===== src/rtl/rx_pkg.sv =====
// Shared definitions for the serial receive path: FSM states, bit-order
// constants and the bit-counter width helper.
package rx_pkg;

  typedef enum logic [0:0] {
    IDLE  = 1'b0,
    SHIFT = 1'b1
  } state_t;

  localparam bit LSB_FIRST_C = 1'b1;
  localparam bit MSB_FIRST_C = 1'b0;

  // Counter width able to index every bit of a w-bit word.
  function automatic int unsigned count_width(input int unsigned w);
    return (w < 2) ? 1 : $clog2(w);
  endfunction

endpackage


===== src/rtl/dff.sv =====
// Enabled D flip-flop bank with selectable reset style and polarity.
module dff #(
  parameter int unsigned WIDTH          = 1,
  parameter bit          ASYNC_RESET    = 1'b1,
  parameter bit          RESET_POLARITY = 1'b1
) (
  input  logic             clk,
  input  logic             rst,
  input  logic             en,
  input  logic [WIDTH-1:0] d,
  output logic [WIDTH-1:0] q
);

  generate
    if (ASYNC_RESET && RESET_POLARITY) begin : g_async_hi
      always_ff @(posedge clk or posedge rst) begin
        if (rst)     q <= '0;
        else if (en) q <= d;
      end
    end else if (ASYNC_RESET) begin : g_async_lo
      always_ff @(posedge clk or negedge rst) begin
        if (!rst)    q <= '0;
        else if (en) q <= d;
      end
    end else begin : g_sync
      always_ff @(posedge clk) begin
        if (rst == RESET_POLARITY) q <= '0;
        else if (en)               q <= d;
      end
    end
  endgenerate

endmodule


===== src/rtl/serial_deserializer.sv =====
// Framed serial-to-parallel word receiver with a one-word valid/ready
// output buffer and sticky overrun / frame-error flags.
module serial_deserializer
  import rx_pkg::*;
#(
  parameter int unsigned WIDTH     = 8,
  parameter bit          LSB_FIRST = LSB_FIRST_C
) (
  input  logic             i_clk,
  input  logic             i_rst,
  input  logic             i_bit,
  input  logic             i_bit_valid,
  input  logic             i_frame_start,
  input  logic             i_ready,
  input  logic             i_clr_err,
  output logic [WIDTH-1:0] o_data,
  output logic             o_valid,
  output logic             o_busy,
  output logic             o_overrun,
  output logic             o_frame_err
);

  localparam int unsigned   CW        = count_width(WIDTH);
  localparam logic [CW-1:0] LAST      = CW'(WIDTH - 1);
  localparam logic [CW-1:0] FIRST_POS = LSB_FIRST ? '0 : LAST;

  state_t           state;
  logic [WIDTH-1:0] shreg;
  logic [CW-1:0]    count;

  logic [CW-1:0]    pos_c;
  logic [WIDTH-1:0] word_c;
  logic             take_c;
  logic             restart_c;
  logic             complete_c;
  logic             load_c;
  logic             drop_c;

  // Shift register image with the current bit inserted at its slot.
  always_comb begin
    pos_c      = i_frame_start ? FIRST_POS : (LSB_FIRST ? count : LAST - count);
    word_c     = shreg;
    word_c[pos_c] = i_bit;
    take_c     = i_bit_valid && (i_frame_start || state == SHIFT);
    restart_c  = i_bit_valid && i_frame_start && state == SHIFT;
    complete_c = i_bit_valid && !i_frame_start && state == SHIFT && count == LAST;
    load_c     = complete_c && (!o_valid || i_ready);
    drop_c     = complete_c && !load_c;
  end

  // Receive FSM, bit counter and shift register.
  always_ff @(posedge i_clk or posedge i_rst) begin
    if (i_rst) begin
      state <= IDLE;
      shreg <= '0;
      count <= '0;
    end else if (take_c) begin
      shreg <= word_c;
      if (i_frame_start) begin
        state <= SHIFT;
        count <= CW'(1);
      end else if (count == LAST) begin
        state <= IDLE;
        count <= '0;
      end else begin
        count <= count + CW'(1);
      end
    end
  end

  // Output handshake flag and sticky errors; a set beats a same-cycle clear.
  always_ff @(posedge i_clk or posedge i_rst) begin
    if (i_rst) begin
      o_valid     <= 1'b0;
      o_overrun   <= 1'b0;
      o_frame_err <= 1'b0;
    end else begin
      if (load_c)                  o_valid <= 1'b1;
      else if (o_valid && i_ready) o_valid <= 1'b0;

      if (drop_c)         o_overrun <= 1'b1;
      else if (i_clr_err) o_overrun <= 1'b0;

      if (restart_c)      o_frame_err <= 1'b1;
      else if (i_clr_err) o_frame_err <= 1'b0;
    end
  end

  assign o_busy = (state == SHIFT);

  dff #(
    .WIDTH         (WIDTH),
    .ASYNC_RESET   (1'b1),
    .RESET_POLARITY(1'b1)
  ) u_data (
    .clk(i_clk),
    .rst(i_rst),
    .en (load_c),
    .d  (word_c),
    .q  (o_data)
  );

endmodule


===== config.mk =====
export PLATFORM = sky130hd
export DESIGN_NAME = serial_deserializer
export DESIGN_NICKNAME = d
export VERILOG_FILES = /design/src/rtl/rx_pkg.sv /design/src/rtl/dff.sv /design/src/rtl/serial_deserializer.sv
export SDC_FILE = /design/constraint.sdc
export NUM_CORES = 1
export LEC_CHECK = 0
export CAP_MARGIN = 5
export CORE_MARGIN = 2
export CORE_UTILIZATION = 53
export CTS_BUF_LIST = sky130_fd_sc_hd__clkbuf_4 sky130_fd_sc_hd__clkbuf_8 sky130_fd_sc_hd__clkbuf_16
export CTS_CLUSTER_DIAMETER = 50
export DETAILED_ROUTE_END_ITERATION = 12
export HOLD_SLACK_MARGIN = 0.05
export PLACE_DENSITY = 0.9
export SLEW_MARGIN = 20
export SYNTH_ARGS = -nofsm -noshare
export SYNTH_HDL_FRONTEND = slang
export SYNTH_SLANG_ARGS = --single-unit
export TNS_END_PERCENT = 30

===== constraint.sdc =====
create_clock -name i_clk -period 2.2 [get_ports i_clk]
set_input_delay 0.33 -clock i_clk [delete_from_list [all_inputs] [get_ports i_clk]]
set_output_delay 0.33 -clock i_clk [all_outputs]
set_load 0.005 [all_outputs]

* Yosys cells after proc, flatten, opt, wreduce, memory -nomap -nowiden
Index checks and enable logic that the tools add are counted.
Storage, ports and cells: logic and storage cells 44, register bits after elaboration 23
Operators by class: $add $sub $neg 1, muxes and demuxes 13, reductions and logical operators 20, equality and inequality tests 1, order comparisons 2
Operators with widths (count):
- $logic_and 1x1->1 | 10
- $mux 3 | 3
- $bwmux 8 | 1
- $mux 1 | 8
- $reduce_bool 2->1 | 4
- $lt 3x4->1 const B | 1
- $add 3x1->3 const B | 1
- $demux 1 s3 | 1
- $eq 3x3->1 const B | 1
- $ge 3x1->1 const B | 1
- $logic_not 1->1 | 3
- $logic_or 1x1->1 | 2
- $reduce_and 2->1 | 1

* Logic depth before layout (Yosys ltp)
depth in word-level cells 8, mapped depth 7

* By module
Synthesis repeated with hierarchy kept, for this count alone.
Unflattened totals: cells, all modules 102, area, all modules 1231.2 µm²
By module, submodules not included:
- serial_deserializer | area each 895.9 µm², sequential area each 375.4 µm², cells an instance 84, times used 1
- dff | area each 335.3 µm², sequential area each 200.2 µm², cells an instance 18, times used 1

* Worst setup path after synthesis
OpenSTA, ideal clock, no wires.
kind register -> register, start register count[0], end register u_data.q[0], clock period less this slack 1.631 ns, required time 2.076 ns, setup time 0.124 ns, cell stages (with the launch flop) 8, arrival time 1.507 ns, setup slack 0.569 ns, cells stage by stage dfrtp_1 > ha_1 > ha_1 > and4b_1 > buf_2 > and2_1 > buf_6 > a2bb2oi_2
On the way: word-level cells in the longest chain between the ends 6
Ends and longest elaborated chain:
- from (decl) | RTL line serial_deserializer.sv:29 | logic [CW-1:0] count;
- from (signal assigned) | RTL line serial_deserializer.sv:66 | count <= count + CW'(1);
- $mux 3 | RTL line serial_deserializer.sv:41 | pos_c = i_frame_start ? FIRST_POS : (LSB_FIRST ? count : LAST - count);
- $lt 3x4->1 (not written as such) or $ge 3x1->1 (tied branches) | RTL line serial_deserializer.sv:43 | word_c[pos_c] = i_bit;
- $logic_and 1x1->1 (not written as such) | RTL line serial_deserializer.sv:43
- $mux 1 (not written as such) | RTL line serial_deserializer.sv:43
- $demux 1 s3 | RTL line serial_deserializer.sv:43
- $bwmux 8 | RTL line serial_deserializer.sv:43
- to (signal assigned) | RTL line dff.sv:17 | if (rst) q <= '0;
- to (signal assigned) | RTL line dff.sv:18 | else if (en) q <= d;
- to (decl) | RTL line dff.sv:11 | output logic [WIDTH-1:0] q
Parallel ways exist; a longest one is shown, timed or not. A chain may end at the register's enable or synchronous reset.

* Worst setup path in the final report
start register state, in the netlist o_busy, end output port o_busy
RTL lines:
- from (decl) | RTL line serial_deserializer.sv:27 | state_t state;
- from (signal assigned) | RTL line serial_deserializer.sv:54 | state <= IDLE;
- from (signal assigned) | RTL line serial_deserializer.sv:60 | state <= SHIFT;
- from (signal assigned) | RTL line serial_deserializer.sv:63 | state <= IDLE;
- to (decl) | RTL line serial_deserializer.sv:18 | output logic o_busy,
No word-level cell between the ends.

==> results.py <==
metrics = {
    "floorplan": {
        "initial_core_util": 0.5697,
        "pin_count": 19,
        "num_rows": 17,
        "core_area_sq_um": 2233,
        "dieWidth_microns": 53,
        "dieArea_sq_um": 2809,
        "die_h_microns": 53,
    },
    "global_routing": {
        "grt_pass1_wl_mm": 4.505,
        "grt_pass1_vias": 940,
        "grt_max_degree": 24,
        "antenna_found_initial": 0,
        "grt_usage": 0.2251,
        "overflow": 0,
    },
    "synth": {
        "ys_types": 39,
        "yosys_warnings": 0,
        "synth_nets": 121,
        "synth-seq-cells": 23,
        "synth_cells": 112,
        "yosysSeqAreaShare": 0.4523,
        "syn_area_sq_um": 1272,
        "avgSynthCellArea_sq_um": 11.36,
    },
    "sta": {
        "worst_slew_margin_rel": 0.6784,
        "rsz0062_at_grt": "no",
        "finalSetupViolations": 0,
        "hold_slack_ns": 0.3302,
        "hold_viol": 0,
        "finalCritPeriodShare": 0.8364,
        "finClkSkew_ns": 0.007013,
        "max_freq_ghz": 0.5435,
        "worstMarginPinSlew_ns": 0.4809,
        "tns_ns": 0,
        "min_period_ns": 1.840,
        "slew_violations": 0,
    },
    "worst_setup_path": {
        "critPathCaptureType": "output pin",
        "slowest_stage": "dfrtp_1",
        "cp_top_family": "flip-flops",
        "worstPathRequired_ns": 1.87,
        "critPathMaxFanout": 12,
        "critical_path_class": "reg2out",
        "crit_path_start_kind": "flip-flop",
        "arrival_ns": 1.51,
        "cp_cell_sequence": "clkdlybuf4s50_1",
        "slowest_delay_ns": 0.61,
        "critPathBufInv": 1,
    },
    "clocking": {
        "clock_path_buffers": 2,
        "cts_tree": "yes",
        "clock_latency_ns": 0.32,
        "postCtsHoldBufs": 0,
        "post_cts_resized": 0,
        "root_buffer": "clkbuf_4",
        "cts.sinks": 23,
        "postCtsSetupBuffers": 0,
        "path_clk_slew_ns": 0.13,
        "h-tree-depth": 1,
        "cts_buffers": 3,
    },
    "min_path": {
        "hold_path_class": "in2async",
    },
    "status": {
        "outcome": "complete, no violations",
    },
    "power_and_ir_drop": {
        "ir_drop_uv": 653.3,
        "powerDensity_nw_per_um2": 933.8,
        "p_leak_nw": 0.6509,
    },
    "final_layout": {
        "drive_above_1_share": 0.1679,
        "n_antenna_cell": 0,
        "nNetsFinal": 141,
        "final_cell_mix": "23 x dfrtp_1, 18 x clkdlybuf4s50_1, 12 x a21oi_1, 8 x buf_4, 7 x nand2_1",
        "finish.utilization": 0.6711,
        "mostFrequentLayoutCell": "dfrtp_1",
        "syn_to_final_growth_pct": 17.80,
    },
    "detailed_routing": {
        "wirelength_mm": 2.616,
        "routedWlPerCell_microns": 16.45,
        "first_pass_iters": 4,
        "viasPerCell": 5.767,
        "final_antenna_net_count": 0,
        "drc": 0,
        "drt_iter0_drc": 12,
        "vias": 917,
    },
    "placement": {
        "gp_congestion": 0.7693,
        "dp_hpwl_mm": 1.920,
        "io_buffers": 18,
    },
    "flow_run": {
        "maxCapViolations": 0,
    },
}
[layer usage]
layer	vias up	GRT usage	share of wire
met5	-	0	0
met4	0	0.09829	0.017
met3	5	0.03390	0.030
met2	17	0.3667	0.52
met1	452	0.2950	0.43
li1	443	-	-
[tightest hold or removal path, cell delays in order]
cell and delay [ns]:
clkdlybuf4s50_1 0.40, inv_1 0.05, buf_4 0.28
[kinds of logic after synthesis]
logic type | count (synthesis) | share of synthesized area
flops | 23 | 0.4523
simple gates | 30 | 0.2045
compound gates | 29 | 0.1485
buf+inv | 16 | 0.07473
fa+ha+maj | 2 | 0.01966
mux | 12 | 0.1003
[final timing paths]
kind                           from          end  slack (ns)  cells after the start
min                           i_rst  u_data.q[6]        0.33                      3
min reg2reg                shreg[7]     shreg[7]        0.51                      1
max                          o_busy       o_busy        0.36                      1
min in group i_clk         shreg[7]     shreg[7]        0.51                      1
max in group asynchronous     i_rst     shreg[0]        1.64                      3
max reg2reg                count[0]  u_data.q[7]        0.67                      5
[state kept, by name (all words and copies together) (netlist names)]
name,cells
count,3
o_busy,1
o_frame_err,1
o_overrun,1
o_valid,1
shreg,8
u_data.q,8
[report_power, final]
part	total (W)	leakage [nW]	internal, W	switching, W
registers	0.000650	0.295	0.000560	0.0000906
logic	0.000548	0.338	0.000295	0.000254
clock network	0.000201	0.0177	0.0000682	0.000133
total	0.00140	0.651	0.000922	0.000477
[metrics by stage]
step / cell area (sq um) / total power (W) / instances / setup WS (ns)
final: 1499 / 0.001400 / 159 / 0.3599
after detailed placement: 1471 / 0.001202 / 155 / 0.2230
after floorplan: 1272 / 0.0009564 / 112 / 0.5689
after global routing: 1499 / 0.001511 / 159 / 0.2493
after CTS: 1499 / 0.001406 / 159 / 0.3530
after global placement: 1471 / 0.001155 / 155 / 0.2882
[synthesized netlist by cell type]
cell type	instances	area, sq um
buf_4	4	30.03
nand4_1	1	6.260
o21ai_1	2	10.01
o21bai_1	1	7.510
a21oi_1	12	60.06
and4b_1	1	10.01
buf_6	2	22.52
nor2_1	2	7.510
o22a_1	1	8.760
nand2_1	7	26.28
nor4b_2	1	15.01
nor3b_2	1	12.51
mux2i_1	6	60.06
mux2_1	6	67.56
and2_1	1	6.260
o21a_1	2	15.01
inv_1	5	18.77
o21ai_2	1	8.760
ha_1	2	25.02
a2bb2oi_2	1	15.01
o21ai_0	2	10.01
nand3_1	3	15.01
and4bb_1	2	25.02
o311a_1	1	10.01
nand4b_1	3	26.28
a22o_1	1	8.760
a31oi_1	1	6.260
nand2b_1	1	6.260
buf_2	4	20.02
o22ai_1	2	12.51
nor4b_4	2	47.55
clkbuf_1	1	3.750
nor3_1	2	10.01
nor3_2	1	10.01
o31ai_1	1	7.510
dfrtp_1	23	575.6
a21oi_2	1	8.760
nor4_2	1	12.51
nand4b_4	1	23.77
[cell type report]
cell class	count	area [sq um]
clock buffer	3	22.52
clock inverter	1	5.005
fill	151	734.5
inverter	5	18.77
multi-input combinational	73	601.8
sequential	23	575.6
tap	28	35.03
timing repair buffer	26	240.2
No activity file was read; power rests on OpenSTA's default activity.
